### src/rtl/conv2d_tile_sched.sv
// conv2d_tile_sched: loads a WIN_SIZE x WIN_SIZE coefficient kernel, then walks
// the output image in PIX_PER_CLK-wide beats, issuing window fetches to the line
// buffer under an output-buffer credit scheme, and drains in-flight MAC results.
// Optional feature macro: CONV2D_SCHED_KEEP_COEF_EN (adds cfg_keep_coef so a
// job can reuse the kernel loaded by a previous job and skip LOAD).
module conv2d_tile_sched #(
  parameter int unsigned WIN_SIZE    = 3,
  parameter int unsigned COEF_W      = 8,
  parameter int unsigned PIX_PER_CLK = 8,
  parameter int unsigned DIM_W       = 12,
  parameter int unsigned OUT_CREDITS = 4
) (
  input  logic                                clk,
  input  logic                                rst,
  input  logic                                cfg_start,
  input  logic [DIM_W-1:0]                    cfg_width,
  input  logic [DIM_W-1:0]                    cfg_height,
`ifdef CONV2D_SCHED_KEEP_COEF_EN
  input  logic                                cfg_keep_coef,
`endif
  input  logic                                coef_valid,
  output logic                                coef_ready,
  input  logic [COEF_W-1:0]                   coef_data,
  output logic [WIN_SIZE*WIN_SIZE*COEF_W-1:0] kernel_flat,
  output logic                                fetch_valid,
  input  logic                                fetch_ready,
  output logic [DIM_W-1:0]                    fetch_row,
  output logic [DIM_W-1:0]                    fetch_col,
  output logic                                mac_in_valid,
  input  logic                                mac_out_valid,
  input  logic                                res_pop,
  output logic                                busy,
  output logic                                done,
  output logic                                err
);

  localparam int unsigned N     = WIN_SIZE * WIN_SIZE;
  localparam int unsigned IDX_W = (N > 1) ? $clog2(N) : 1;
  localparam int unsigned CRD_W = $clog2(OUT_CREDITS + 1);
  localparam int unsigned OUT_W = CRD_W + 1;
  localparam int unsigned EXT_W = DIM_W + 1;

  typedef enum logic [2:0] {IDLE, LOAD, RUN, DRAIN, DONE} state_t;

  state_t                  state_q, state_d;
  logic [DIM_W-1:0]        width_q, height_q;
  logic [DIM_W-1:0]        row_q, col_q;
  logic [IDX_W-1:0]        coef_idx_q;
  logic [N*COEF_W-1:0]     kernel_q;
  logic [CRD_W-1:0]        credits_q, credits_d;
  logic [OUT_W-1:0]        outstanding_q, outstanding_d;
  logic                    err_q, err_set_c;
`ifdef CONV2D_SCHED_KEEP_COEF_EN
  logic                    kernel_loaded_q;
`endif

  logic                    coef_acc_c, last_coef_c, job_empty_c;
  logic                    wrap_c, last_row_c, last_beat_c, out_dec_c;
  logic [EXT_W-1:0]        col_ext_c;

  // Decode of handshakes and scan position
  assign coef_ready   = (state_q == LOAD);
  assign coef_acc_c   = coef_valid && coef_ready;
  assign last_coef_c  = (coef_idx_q == IDX_W'(N - 1));
  assign job_empty_c  = (width_q == '0) || (height_q == '0);
  assign fetch_valid  = (state_q == RUN) && (credits_q != '0);
  assign mac_in_valid = fetch_valid && fetch_ready;
  assign col_ext_c    = {1'b0, col_q} + EXT_W'(PIX_PER_CLK);
  assign wrap_c       = (col_ext_c >= {1'b0, width_q});
  assign last_row_c   = (row_q == (height_q - DIM_W'(1)));
  assign last_beat_c  = wrap_c && last_row_c;
  assign fetch_row    = row_q;
  assign fetch_col    = col_q;
  assign kernel_flat  = kernel_q;
  assign busy         = (state_q == LOAD) || (state_q == RUN) || (state_q == DRAIN);
  assign done         = (state_q == DONE);
  assign err          = err_q;

  // Credit / outstanding next values and protocol-error detection
  always_comb begin
    credits_d     = credits_q;
    outstanding_d = outstanding_q;
    out_dec_c     = mac_out_valid && (outstanding_q != '0);
    err_set_c     = (res_pop && (credits_q == CRD_W'(OUT_CREDITS))) ||
                    (mac_out_valid && (outstanding_q == '0));
    if (mac_in_valid && !res_pop)
      credits_d = credits_q - CRD_W'(1);
    else if (res_pop && !mac_in_valid && (credits_q != CRD_W'(OUT_CREDITS)))
      credits_d = credits_q + CRD_W'(1);
    if (mac_in_valid && !out_dec_c)
      outstanding_d = outstanding_q + OUT_W'(1);
    else if (!mac_in_valid && out_dec_c)
      outstanding_d = outstanding_q - OUT_W'(1);
  end

  // Next-state logic
  always_comb begin
    state_d = state_q;
    case (state_q)
      IDLE: begin
        if (cfg_start) begin
          state_d = LOAD;
`ifdef CONV2D_SCHED_KEEP_COEF_EN
          if (cfg_keep_coef && kernel_loaded_q)
            state_d = ((cfg_width == '0) || (cfg_height == '0)) ? DONE : RUN;
`endif
        end
      end
      LOAD:    if (coef_acc_c && last_coef_c) state_d = job_empty_c ? DONE : RUN;
      RUN:     if (mac_in_valid && last_beat_c) state_d = DRAIN;
      DRAIN:   if (outstanding_d == '0) state_d = DONE;
      DONE:    state_d = IDLE;
      default: state_d = IDLE;
    endcase
  end

  // State, job registers, kernel storage and counters
  always_ff @(posedge clk) begin
    if (rst) begin
      state_q         <= IDLE;
      width_q         <= '0;
      height_q        <= '0;
      row_q           <= '0;
      col_q           <= '0;
      coef_idx_q      <= '0;
      kernel_q        <= '0;
      credits_q       <= CRD_W'(OUT_CREDITS);
      outstanding_q   <= '0;
      err_q           <= 1'b0;
`ifdef CONV2D_SCHED_KEEP_COEF_EN
      kernel_loaded_q <= 1'b0;
`endif
    end else begin
      state_q       <= state_d;
      credits_q     <= credits_d;
      outstanding_q <= outstanding_d;
      if (err_set_c) err_q <= 1'b1;
      if ((state_q == IDLE) && cfg_start) begin
        width_q    <= cfg_width;
        height_q   <= cfg_height;
        row_q      <= '0;
        col_q      <= '0;
        coef_idx_q <= '0;
      end
      if (coef_acc_c) begin
        kernel_q[coef_idx_q*COEF_W +: COEF_W] <= coef_data;
        coef_idx_q <= coef_idx_q + IDX_W'(1);
`ifdef CONV2D_SCHED_KEEP_COEF_EN
        if (last_coef_c) kernel_loaded_q <= 1'b1;
`endif
      end
      if (mac_in_valid) begin
        if (wrap_c) begin
          col_q <= '0;
          row_q <= row_q + DIM_W'(1);
        end else begin
          col_q <= col_ext_c[DIM_W-1:0];
        end
      end
    end
  end

endmodule

### config.mk
export PLATFORM = sky130hd
export DESIGN_NAME = conv2d_tile_sched
export DESIGN_NICKNAME = d
export VERILOG_FILES = /design/src/rtl/conv2d_tile_sched.sv
export SDC_FILE = /design/constraint.sdc
export NUM_CORES = 1
export LEC_CHECK = 0
export BUFFER_PORTS_ARGS = -buffer_cell sky130_fd_sc_hd__buf_4
export CAP_MARGIN = 20
export CORE_MARGIN = 8
export CORE_UTILIZATION = 30
export DETAILED_ROUTE_END_ITERATION = 8
export MAX_ROUTING_LAYER = met4
export PLACE_DENSITY = 0.55
export SETUP_SLACK_MARGIN = 0.05
export SLEW_MARGIN = 15
export SYNTH_ARGS = -nofsm -noshare
export SYNTH_HDL_FRONTEND = slang
export SYNTH_SLANG_ARGS = --single-unit
export TNS_END_PERCENT = 10
### constraint.sdc
create_clock -name clk -period 3 [get_ports clk]
set_input_delay 0.45 -clock clk [delete_from_list [all_inputs] [get_ports clk]]
set_output_delay 0.45 -clock clk [all_outputs]
set_load 0.1 [all_outputs]
After elaboration in Yosys (flattened, before gate mapping) --
Index checks and enable logic that the tools add are counted.
Cells by class: $add $sub $neg 9, $mul 0, div/mod/pow operators 0, order comparisons 1, equality and inequality tests 12, shifts and indexed selects 2, muxes and demuxes 19, bitwise gates (word level) 0, reduce and logical (&&, ||, !) cells 33
Operator list (count):
- 72-bit bitwise mux | 1
- 12-bit 2-to-1 mux | 6
- 8-bit by 34-bit variable shift with 72-bit output, first input constant | 1
- 8-bit by 34-bit variable part select with 72-bit output | 1
- 7-bit negation with 34-bit output | 1
- 12-bit zero test | 2
- 3-bit 2-to-1 mux | 7
- 4-bit 2-to-1 mux | 4
- 1-bit logical AND | 15
- 12-bit by 4-bit adder with 13-bit output, second input constant | 1
- 13-bit by 12-bit >= comparator with 1-bit output | 1
- 12-bit by 1-bit adder with 12-bit output, second input constant | 1
- 12-bit equality test | 1
- 3-bit case mux with 4 select lines | 1
- 12-bit by 1-bit subtractor with 12-bit output, second input constant | 1
- 4-bit by 1-bit adder with 4-bit output, second input constant | 2
- 4-bit zero test | 2
- 3-bit by 2-bit equality test with 1-bit output, second input constant | 2
- 3-bit equality test, second input constant | 2
- 2-bit by 1-bit != test with 1-bit output, second input constant | 3
- 2-bit nonzero test | 3
- 4-bit equality test, second input constant | 1
- 1-bit logical OR | 4
- 4-bit AND reduction | 1
- 10 further kinds | 12
Word-level totals: register bits 135, bits in latches 0, RAM bits 0, memory bits (read-only) 0, input port bits 39, output and inout bits 102, memories 0

Logic depth before layout (Yosys ltp) --
word-level depth 10, gate-level depth with buffers 14, mapped depth without buffers 13

Least setup slack after synthesis --
Ideal clock, no wire load.
kind reg2reg, start reg col_q[5], in the netlist fetch_col[5], end reg col_q[10], in the netlist fetch_col[10], setup time 91 ps, arrival time 3600 ps, data required time 2909 ps, path slack -691 ps, cell stages (with the launch flop) 14, period minus slack after synthesis 3691 ps, cell sequence dfxtp_1 -> buf_2 -> nand4_2 -> nor2_1 -> nand2_1 -> xnor2_1 -> ha_1 -> a21oi_1 -> o221ai_1 -> a221oi_2 -> and2_1 -> buf_2 -> a31oi_1 -> a311oi_1
Between the ends: cells in the longest elaborated chain, start to end 4
RTL lines:
- start, declared | RTL line 47 | logic [DIM_W-1:0] row_q, col_q;
- start signal, assigned | RTL line 157 | col_q <= col_ext_c[DIM_W-1:0];
- 12-bit by 4-bit adder with 13-bit output * | RTL line 68 | assign col_ext_c = {1'b0, col_q} + EXT_W'(PIX_PER_CLK);
- 13-bit by 12-bit >= comparator with 1-bit output | RTL line 69 | assign wrap_c = (col_ext_c >= {1'b0, width_q});
- 12-bit 2-to-1 mux * | RTL line 153 | if (wrap_c) begin
- 12-bit 2-to-1 mux * | RTL line 152 | if (mac_in_valid) begin
Every way passes the cells marked *; elsewhere a longest branch is shown, timed or not. A chain may end at the register's enable or synchronous reset.

Worst setup path after layout --
start reg col_q[7], in the netlist fetch_col[7], end reg row_q[5], in the netlist fetch_row[5]
Between the ends: cells in the longest elaborated chain, start to end 4
RTL lines:
- 12-bit by 4-bit adder with 13-bit output | RTL line 68
- 13-bit by 12-bit >= comparator with 1-bit output | RTL line 69
- 12-bit 2-to-1 mux | RTL line 153
- 12-bit 2-to-1 mux | RTL line 152
- end signal, assigned | RTL line 155 | row_q <= row_q + DIM_W'(1);
- end, declared | RTL line 47
Every way passes these cells.

==> summary.md <==
| Metric | Value |
|---|---|
| Status | finished clean |
| Routed Antenna Nets | 0 |
| RSZ-0062 raised after global routing | true |
| Combinational share of power | 14.6% |
| Mux contribution to synthesized area | 1.60% |
| Skew final | 0.00760 ns |
| Area leader, netlist | dfxtp_1 |
| Cts bufs inserted | 17 |
| Critical path data required time | 3.35 ns |
| Drt initial violations | 241 |
| WS Path Type | reg2reg |
| CTS tree | yes |
| Post-synthesis simple-gate area fraction | 28.2% |
| Post-synthesis async set-or-reset flop share | 0% |
| Worst-Skew Late Latency | 0.43 ns |
| Share of layout cells above drive strength 1 | 23.7% |
| Seq cells post-synth | 132 |
| RePlAce Congestion | 0.821 |
| Total congestion overflow | 0 |
| Clock-pin transition on the worst setup and hold timing paths | 0.06 ns |
| Initial antenna violation count | 0 |
| VDD IR max | 0.000356 V |
| YS warnings | 0 |
| Core Area | 0.0210 mm2 |
| Compound-Gate Fraction of Synth Area | 15.6% |
| Lkg Pwr | 3.33 nW |
| Die Height | 162 um |
| Site Rows | 53 |
| Drt drc | 0 |
| Die X | 162 um |
| Seq/Total Area, Yosys | 41.3% |
| Final min period | 2.78 ns |
| Vias in the first global route | 5767 |
| Post-Synth XOR/XNOR Area | 3.84% |
| Synthesized area | 0.00639 mm2 |
| Pwr Density | 565 mW/mm2 |
| Max Slew Vio Count | 0 |
| Commonest cells in the netlist | nand2_1, dfxtp_1, a21oi_1, nand3_1, nor2_1 |
| # IOs | 141 |
| Largest net degree at the start of global routing | 77 |
| Root Buffer | clkbuf_16 |
| Post-DP HPWL | 14200 um |
| Via count | 6121 |
| Slew HR | 52.0% |
| Final setup vio count | 0 |
| Port-buffer cells | 137 |
| GRT Max-Usage Layer | met2 |
| HP Class | in2reg |
| Fmax achieved | 360 MHz |
| Final period util | 92.7% |
| Reg2reg path depth | 13 |
| Post-synthesis adder-cell area fraction | 3.84% |
| Distinct cells, synth | 60 |
| Max clock buf depth | 2 |
| Worst setup SP type | flip-flop |
| Synth top area share | 41.3% |
| Synth area leaders | dfxtp_1, a21oi_1, nand2_1 |
| DRT Pass-1 Iters | 5 |
| Clock group share of total power | 46.2% |
| Mean cell area of the mapped netlist | 7.80 um2 |
| Num Clock Sinks | 132 |
| Count leader, synth | nand2_1 |
| CTS Hold Bufs | 0 |
| Met3 usage in global routing | 4.10% |
| P_sw | 1.34 mW |
| WHS Path Cells | 3 |
| Place WS | 0.0348 ns |
| Endpoint type of the worst setup path | flip-flop |
| Fin nets | 997 |
| CP max FO | 8 |
| Starting Density | 30.5% |
| DR WL/cell | 16.1 um |
| GR Layer Usage met1 | 18.8% |
| Reg power frac | 39.2% |
| Internal | 3.44 mW |
| First-pass GRT wire length | 31400 um |
| Setup TNS Final | 0 ns |
| Die ar. | 0.0262 mm2 |
| EDFF count, synth | 0 |
| Cells after Synth | 820 |
| Critical path arrival | 3.13 ns |
| Net Sw Frac | 28.1% |
| CTS H-tree depth | 4 |
| Largest family of logic cells by synthesized area | simple AND/OR/NAND/NOR gates |
| Final Hold Viols | 0 |
| Final setup margin | 0.220 ns |
| Grt met2 use | 23.9% |
| DR vias/cell | 4.99 |
| Total of max-cap violations | 0 |
| # diodes | 0 |
| Slew @ Worst Pin | 0.714 ns |
| Top FF cell, synth | dfxtp_1 |
| Area delta synth->final | 32.3% |
| Global Route Usage Sum | 15.3% |
| Routed wire length | 19800 um |
power groups by stage:
stage	registers, mW	logic, mW	clock network (mW)
final	1.87	0.695	2.21
after global routing	1.88	0.775	2.34
after CTS	1.87	0.697	2.27
after detailed placement	1.91	0.694	0
after global placement	1.91	0.687	0
after floorplan	1.94	0.477	0
worst max-delay path, stage by stage (launching register included):
cell	delay (ns)
dfxtp_4	0.39
nand4_4	0.14
nor2_2	0.15
nand2_1	0.11
xnor2_2	0.18
ha_4	0.23
a21oi_2	0.16
o221ai_2	0.14
a221oi_4	0.54
buf_4	0.21
nor2_1	0.05
a31oi_1	0.18
o21ai_1	0.08
a21oi_1	0.15
stage by stage:
stage / util, % / instance area, um2 / power (mW) / hold WS [ns] / std cells
5_1_grt: 40.4 / 8460 / 5.00 / 0.266 / 1227
3_5_place_dp: 36.9 / 7720 / 2.60 / 0.446 / 1191
3_3_place_gp: 36.9 / 7720 / 2.60 / 0.440 / 1191
6_report: 40.4 / 8460 / 4.78 / 0.270 / 1227
2_1_floorplan: - / 6470 / 2.42 / 0.436 / 822
4_1_cts: 39.9 / 8350 / 4.84 / 0.254 / 1223
worst paths after layout:
kind,start,end,slack (ns)
max,fetch_col[7],fetch_row[5],0.22
min,cfg_width[0],width_q[0],0.27
max reg2reg,fetch_col[7],fetch_row[5],0.22
min reg2reg,kernel_flat[8],kernel_flat[8],0.45
placed cells by master, fill, tap and decap left out, types with 3 or more instances in the layout:
cell type and count:
buf_4 155, xor2_1 11, conb_1 3, o21ai_0 5
inv_1 25, mux2i_1 8, o211ai_1 3, a211oi_1 4
clkinv_4 5, and3_1 8, nand2_1 144, and2_1 11
nor4_1 8, o31ai_1 3, xnor2_1 14, or3_1 4
nand4_1 24, a311oi_1 6, a22oi_1 4, dfxtp_1 124
nand2b_1 12, xnor2_2 3, clkbuf_16 17, ha_1 16
a21oi_1 120, dfxtp_4 6, nor2_2 4, nor3_1 15
nor2b_1 4, nand3_1 71, o21ai_1 6, nor2_1 47
bufinv_16 3
cells by family after synthesis:
group,after synthesis
flip-flops,132
other,1
AND/OR/NAND/NOR,374
XOR/XNOR,28
AO/OA/AOI/OAI,172
multiplexers,10
adder cells (fa/ha/maj),19
buffers and inverters,84
sequential cells by signal, summed over array words and instances, names as in the netlist:
register,flops
kernel_flat,72
coef_idx_q,4
width_q,12
height_q,12
fetch_row,12
state_q,3
fetch_col,9
outstanding_q,4
err,1
credits_q,3
layer usage:
layer | share of wire (%) | vias up
met5 | 0 | -
met4 | 1.5 | 0
met3 | 6.3 | 26
met2 | 47 | 180
met1 | 45 | 2825
li1 | - | 3090
area by class of cell:
class,count,area (um2)
clock inverter,12,170
inverter,26,97.6
sequential,132,2670
fill,2159,12500
multi-input combinational,606,3540
clock buffer,20,457
timing repair buffer,156,1180
tap,275,344
what timing repair did:
| item | CTS | global route |
|---|---|---|
| resized for setup | 1 | 14 |
| setup endpoints to repair | 2 | 17 |
| pin swaps | 0 | 8 |
| gates cloned | 0 | 0 |
| buffers inserted | 0 | 4 |
Note: power is estimated with default switching activity, not from simulation.
